File: config.mk
export PLATFORM = sky130hd
export DESIGN_NAME = pg_prefix_adder_pipe
export DESIGN_NICKNAME = d
export VERILOG_FILES = /design/src/rtl/pg_prefix_adder_pipe.sv
export SDC_FILE = /design/constraint.sdc
export NUM_CORES = 1
export LEC_CHECK = 0
export CORE_ASPECT_RATIO = 0.9
export CORE_MARGIN = 3
export CORE_UTILIZATION = 56
export CTS_BUF_LIST = sky130_fd_sc_hd__clkbuf_4
export CTS_CLUSTER_SIZE = 16
export DETAILED_ROUTE_END_ITERATION = 7
export PLACE_DENSITY = 0.82
export SYNTH_ARGS = -nofsm -noshare
export SYNTH_HDL_FRONTEND = slang
export SYNTH_SLANG_ARGS = --single-unit
File: constraint.sdc
create_clock -name Clk -period 2.2 [get_ports Clk]
set_clock_uncertainty 0.2 [all_clocks]
set_input_delay 0.44 -clock Clk [delete_from_list [all_inputs] [get_ports Clk]]
set_output_delay 0.44 -clock Clk [all_outputs]
set_load 0.005 [all_outputs]
File: src/rtl/pg_prefix_adder_pipe.sv
// rtl/pg_prefix_adder_pipe.sv - 3-stage valid/ready Kogge-Stone prefix adder
// Optional signed-overflow output when ADDER_OVF_EN is defined.
module pg_prefix_adder_pipe #(
  parameter int WIDTH = 16
) (
  input  logic             Clk,
  input  logic             Rst,
  input  logic             InValid,
  output logic             InReady,
  input  logic [WIDTH-1:0] A,
  input  logic [WIDTH-1:0] B,
  input  logic             Cin,
  output logic             OutValid,
  input  logic             OutReady,
  output logic [WIDTH-1:0] Sum,
  output logic             Cout,
  output logic             PAll
`ifdef ADDER_OVF_EN
  ,
  output logic             Ovf
`endif
);

  localparam int LEVELS = $clog2(WIDTH);

  logic             v1, v2;
  logic [WIDTH-1:0] p1, g1;
  logic             cin1;
  logic [WIDTH:0]   c2;
  logic [WIDTH-1:0] p2;
  logic             pall2;

  logic adv1, adv2, adv3, accept;

  assign adv3    = OutValid & OutReady;
  assign adv2    = v2 & (!OutValid | adv3);
  assign adv1    = v1 & (!v2 | adv2);
  assign InReady = !v1 | adv1;
  assign accept  = InValid & InReady;

  // Stage 1: per-bit propagate/generate cells.
  always_ff @(posedge Clk) begin
    if (Rst) begin
      v1   <= 1'b0;
      p1   <= '0;
      g1   <= '0;
      cin1 <= 1'b0;
    end else begin
      if (accept) begin
        v1   <= 1'b1;
        p1   <= A ^ B;
        g1   <= A & B;
        cin1 <= Cin;
      end else if (adv1) begin
        v1 <= 1'b0;
      end
    end
  end

  logic [WIDTH-1:0] gk, pk, gn, pn;
  logic [WIDTH:0]   carry;

  // Kogge-Stone over bits 0..WIDTH-1; Cin is folded in afterwards through
  // the group propagate so the tree stays at ceil(log2(WIDTH)) levels.
  always_comb begin
    gk    = g1;
    pk    = p1;
    gn    = '0;
    pn    = '0;
    carry = '0;
    for (int l = 0; l < LEVELS; l++) begin
      gn = gk;
      pn = pk;
      for (int i = 0; i < WIDTH; i++) begin
        if (i >= (1 << l)) begin
          gn[i] = gk[i] | (pk[i] & gk[i - (1 << l)]);
          pn[i] = pk[i] & pk[i - (1 << l)];
        end
      end
      gk = gn;
      pk = pn;
    end
    carry[0] = cin1;
    for (int i = 0; i < WIDTH; i++) begin
      carry[i+1] = gk[i] | (pk[i] & cin1);
    end
  end

  // Stage 2: carries, propagate and group propagate.
  always_ff @(posedge Clk) begin
    if (Rst) begin
      v2    <= 1'b0;
      c2    <= '0;
      p2    <= '0;
      pall2 <= 1'b0;
    end else begin
      if (adv1) begin
        v2    <= 1'b1;
        c2    <= carry;
        p2    <= p1;
        pall2 <= &p1;
      end else if (adv2) begin
        v2 <= 1'b0;
      end
    end
  end

  // Stage 3: sum formation; outputs come straight from these registers.
  always_ff @(posedge Clk) begin
    if (Rst) begin
      OutValid <= 1'b0;
      Sum      <= '0;
      Cout     <= 1'b0;
      PAll     <= 1'b0;
`ifdef ADDER_OVF_EN
      Ovf      <= 1'b0;
`endif
    end else begin
      if (adv2) begin
        OutValid <= 1'b1;
        Sum      <= p2 ^ c2[WIDTH-1:0];
        Cout     <= c2[WIDTH];
        PAll     <= pall2;
`ifdef ADDER_OVF_EN
        Ovf      <= c2[WIDTH] ^ c2[WIDTH-1];
`endif
      end else if (adv3) begin
        OutValid <= 1'b0;
      end
    end
  end

endmodule

### Word level (Yosys, flattened, before mapping)

Cells that the tools add are included.

| word-level totals | value |
|---|---|
| logic and storage cells | 214 |
| bits in writable memories | 0 |
| input port bits | 37 |
| latch bits | 0 |
| memories | 0 |
| output and inout bits | 20 |
| register bits after elaboration | 88 |
| bits in read-only memories | 0 |

| cells by class | value |
|---|---|
| equality and inequality tests | 0 |
| reduce and logical (&&, ||, !) cells | 7 |
| shifts and indexed selects | 0 |
| add/sub/neg operators | 0 |
| muxes and demuxes | 6 |
| bitwise operators | 189 |
| $mul | 0 |
| magnitude comparators | 0 |
| divide/modulo/power cells | 0 |

Operator list:

| operator | number |
|---|---|
| 1-bit AND | 118 |
| 1-bit bitwise OR | 68 |
| 16-bit bitwise XOR | 2 |
| 16-bit AND | 1 |
| 16-bit AND reduction | 1 |
| 1-bit two-way mux | 6 |
| 2-bit nonzero test | 3 |
| 1-bit logical NOT | 3 |

### Logic depth before layout (Yosys ltp)

| depth | value |
|---|---|
| depth in word-level cells | 9 |
| gate-level depth with buffers | 6 |
| depth with buffers taken out | 5 |

### Worst setup path before layout

No wires, ideal clock.

| timing path | value |
|---|---|
| kind | flip-flop to flip-flop |
| from | register p1[8] |
| to | register c2[16] |
| stages on the path, launching flop included | 7 |
| buffers on the path | 1 |
| data required time | 1.914 ns |
| path slack | 0.462 ns |
| arrival | 1.452 ns |
| period minus slack after synthesis | 1.738 ns |
| setup time | 0.086 ns |
| path through | dfxtp_1 -> buf_2 -> nand3_2 -> o32ai_2 -> a211oi_2 -> or3_1 -> a211oi_1 |

| between the ends | value |
|---|---|
| word-level cells in the longest chain between the ends | 6 |
| elaborated cells on any way between the ends | 8 |
| classes of those cells | 8 x bitwise |

Ends and longest elaborated chain:

| item | line | text |
|---|---|---|
| start, declared | 27 | `logic [WIDTH-1:0] p1, g1;` |
| start signal, assigned | 51 | `p1 <= A ^ B;` |
| 1-bit AND (*) (3 in series) | 77 | `pn[i] = pk[i] & pk[i - (1 << l)];` |
| 1-bit AND, on equally long branches | 76, 77 |  |
| 1-bit bitwise OR / 1-bit AND (equally long branches) | 76, 85 |  |
| 1-bit bitwise OR (*) | 85 | `carry[i+1] = gk[i] \| (pk[i] & cin1);` |
| end signal, assigned | 99 | `c2 <= carry;` |
| end, declared | 29 | `logic [WIDTH:0] c2;` |

Every way passes the cells marked *; elsewhere a longest branch is shown, timed or not.
A chain may end at the register's enable or synchronous reset.

### Final worst setup path

| timing path | value |
|---|---|
| from | input OutReady |
| to | output InReady |

| between the ends | value |
|---|---|
| word-level cells in the longest chain between the ends | 6 |

Ends and longest elaborated chain:

| item | line | text |
|---|---|---|
| start, declared | 14 | `input logic OutReady,` |
| 1-bit AND | 35 | `assign adv3 = OutValid & OutReady;` |
| 1-bit bitwise OR | 36 | `assign adv2 = v2 & (!OutValid \| adv3);` |
| 1-bit AND | 36 |  |
| 1-bit bitwise OR | 37 | `assign adv1 = v1 & (!v2 \| adv2);` |
| 1-bit AND | 37 |  |
| 1-bit bitwise OR | 38 | `assign InReady = !v1 \| adv1;` |
| end, declared | 9 | `output logic InReady,` |

Every way passes these cells.

==> impl_metrics.csv <==
group,metric,value,unit
cts,post_cts_buffers,0,
cells_and_area,diodes,0,
timing,worst_pin_slew,0.4152,ns
setup_path,rr_startpoint,"p1[8]",
min_path,holdCritStartpoint,"Rst",
placement,place_congestion,0.8203,
floorplan,start_util,59.87,%
setup_path,end_kind,"output pin",
timing,fmax,476.5,MHz
routing,drt-vias-per-instance,5.473,
cells_and_area,final_cells,602,
cts,cts_buffer_depth,2,
setup_path,cp.required,1.56,ns
global_route,grt_max_degree,71,
global_route,grt-ovfl-total,0,
min_path,hp-class,"in -> reg",
timing,rsz0062_at_grt,"no",
global_route,antenna_found_initial,0,
cts,clk_latency,0.45,ns
power,p_leak,1.612,nW
floorplan,design.core.area,6317,um^2
setup_path,r2r_cells,5,
global_route,grt_pass1_wl,13.83,mm
power,powerDensity,681.2,nW/um^2
synth,synth_warnings,0,
cells_and_area,area.growth.synth_to_final,22.63,%
cells_and_area,final_area,4638,um^2
placement,place_inst,587,
routing,postRouteWirelength,8.255,mm
min_path,hold_depth,2,
synth,synth_cells,460,
routing,avgRoutedWirePerCell,13.71,um
routing,firstDrtPassIters,5,
min_path,min_to,"c2[10]",
setup_path,cp_max_fo,3,
floorplan,dieArea,7778,um^2
placement,dp_hpwl,5.977,mm
synth,ys_types,44,
cts,ctsHtreeMaxLevel,3,
placement,placed_area,4478,um^2
outcome,status,"finished, final reports clean",
floorplan,die_x,92.63,um
floorplan,io_pins,57,
synth,syn_area,3782,um^2
cts,postCtsHoldBufs,0,
routing,vias,3295,
power,ir_drop,403.3,uV
synth,synth_seq_cells,88,
floorplan,rows,27,
cts,cts_made_buffers,9,
floorplan,die_h,83.97,um
timing,period_needed,2.099,ns
routing,drcViolationCount,0,
timing,hold_viol,0,
cells_and_area,layout-drive-gt1-share,7.573,%
cts,clock_sinks,88,
placement,port_buffers,56,
routing,ant_nets,0,
routing,first_iter_violations,287,
cts,cts_tree,"built",
setup_path,start_kind,"input pin",
timing,final-setup-viol-count,0,
timing,post-route-period-util,95.40,%
setup_path,regToRegSetupSlack,0.24,ns
timing,maxSlewHeadroom,72.32,%
setup_path,reg2reg_to,"c2[16]",
setup_path,cp.arrival,1.46,ns
cells_and_area,layout_commonest_cell,"nand2_1",
synth,syn_avg_cell_area,8.223,um^2
timing,drv_slew,0,
cts,cts-root-buf,"clkbuf_4",
global_route,grt_pass1_vias,2910,
synth,ys_seq_area_share,46.58,%
job,drv_cap,0,
global_route,grt_usage,22.11,%
cells_and_area,final_cell_mix,"116 x nand2_1, 88 x dfxtp_1, 67 x a21oi_1",
cts,clk_pin_slew,0.14,ns
synth,syn-num-nets,513,
cells_and_area,final_net_count,564,
setup_path,crit_type,"in -> out",
==> routing by layer <==
layer  GRT usage (%)  vias to the layer above  wire, um  share of wire, %
li1                -                     1682         -                 -
met1           31.24                     1491      3925                48
met2           33.07                      110      3692                45
met3           5.951                       12       535               6.5
met4           6.391                        0       100               1.2
met5               0                        -         0                 0
==> worst max-delay path by stage <==
stage	start	to	slack [ns]	cells after the start
2_1_floorplan	p1[8]	c2[16]	0.46	6
3_3_place_gp	OutReady	InReady	-0.04	4
3_5_place_dp	OutReady	InReady	-0.09	4
4_1_cts	OutReady	InReady	0.11	4
5_1_grt	OutValid	InReady	0.03	3
6_report	OutReady	InReady	0.10	4
==> sequential cells by signal, summed over array words and instances, names as in the netlist <==
| name | cells |
|---|---|
| c2 | 17 |
| Sum | 16 |
| g1 | 16 |
| p1 | 16 |
| p2 | 16 |
| Cout | 1 |
| OutValid | 1 |
| PAll | 1 |
| cin1 | 1 |
| pall2 | 1 |
| v1 | 1 |
| v2 | 1 |
==> worst max-delay path: stages <==
cell and delay [ns]:
clkdlybuf4s50_1 0.45, nor2b_2 0.14, nand3_1 0.13, dlygate4sd2_1 0.30
==> cell families after synthesis <==
logic type / Yosys count / share of synthesized area [%]
xor+xnor: 16 / 3.705
simple gates: 177 / 19.02
compound gates: 125 / 20.54
fa+ha+maj: 16 / 5.293
buf+inv: 36 / 4.334
flops: 88 / 46.58
mux: 2 / 0.5293
==> synthesized netlist by cell type (all sizes together) <==
master / number / area (um^2)
a2111o: 1 / 11.26
a2111oi: 1 / 8.760
a211oi: 24 / 185.2
a21o: 4 / 31.28
a21oi: 68 / 344.1
a221oi: 1 / 8.760
a22o: 1 / 10.01
a311o: 1 / 10.01
a311oi: 3 / 26.28
a31oi: 5 / 31.28
and3: 1 / 6.260
buf: 5 / 35.03
clkbuf: 24 / 102.6
dfxtp: 88 / 1762
ha: 16 / 200.2
inv: 7 / 26.28
mux2i: 2 / 20.02
nand2: 117 / 441.7
nand3: 4 / 25.02
nand3b: 1 / 7.510
nand4: 2 / 12.51
nor2: 38 / 142.6
nor2b: 3 / 21.27
nor3: 6 / 30.03
nor4: 1 / 6.260
o211ai: 2 / 15.01
o21a: 3 / 22.52
o21ai: 7 / 35.03
o22ai: 2 / 12.51
o32ai: 2 / 25.03
or3: 3 / 18.77
or4: 1 / 7.510
xnor2: 16 / 140.1
==> timing repair <==
item | CTS | global route
endpoints found under the setup margin | 1 | 0
gates resized for setup | 1 | 0
hold endpoints to repair | 0 | 0
==> layout make-up <==
cell class                 instances  area (um^2)
tap                               87        108.9
sequential                        88         1762
timing repair buffer              69        714.4
inverter                           7        26.28
clock inverter                     6        93.84
fill                             519         1679
clock buffer                       9        67.56
multi-input combinational        336         1866
==> metrics by stage <==
step / utilization, % / worst slack (ns) / hold WS [ns] / total power, mW / TNS [ns]
floorplan: - / 0.4624 / 0.2316 / 1.983 / 0
global placement: 70.89 / -0.04444 / 0.2469 / 2.150 / -0.05191
detailed placement: 70.89 / -0.08509 / 0.2549 / 2.167 / -1.008
CTS: 73.42 / 0.1051 / 0.05350 / 3.180 / 0
global route: 73.42 / 0.02793 / 0.05334 / 3.320 / 0
finish: 73.42 / 0.1012 / 0.07847 / 3.160 / 0
==> power breakdown <==
group          total, mW  switching, mW  internal [mW]
Combinational      0.389          0.186          0.204
Clock               1.03          0.563          0.462
Sequential          1.75         0.0741           1.67
Note: power is estimated with default switching activity, not from simulation.
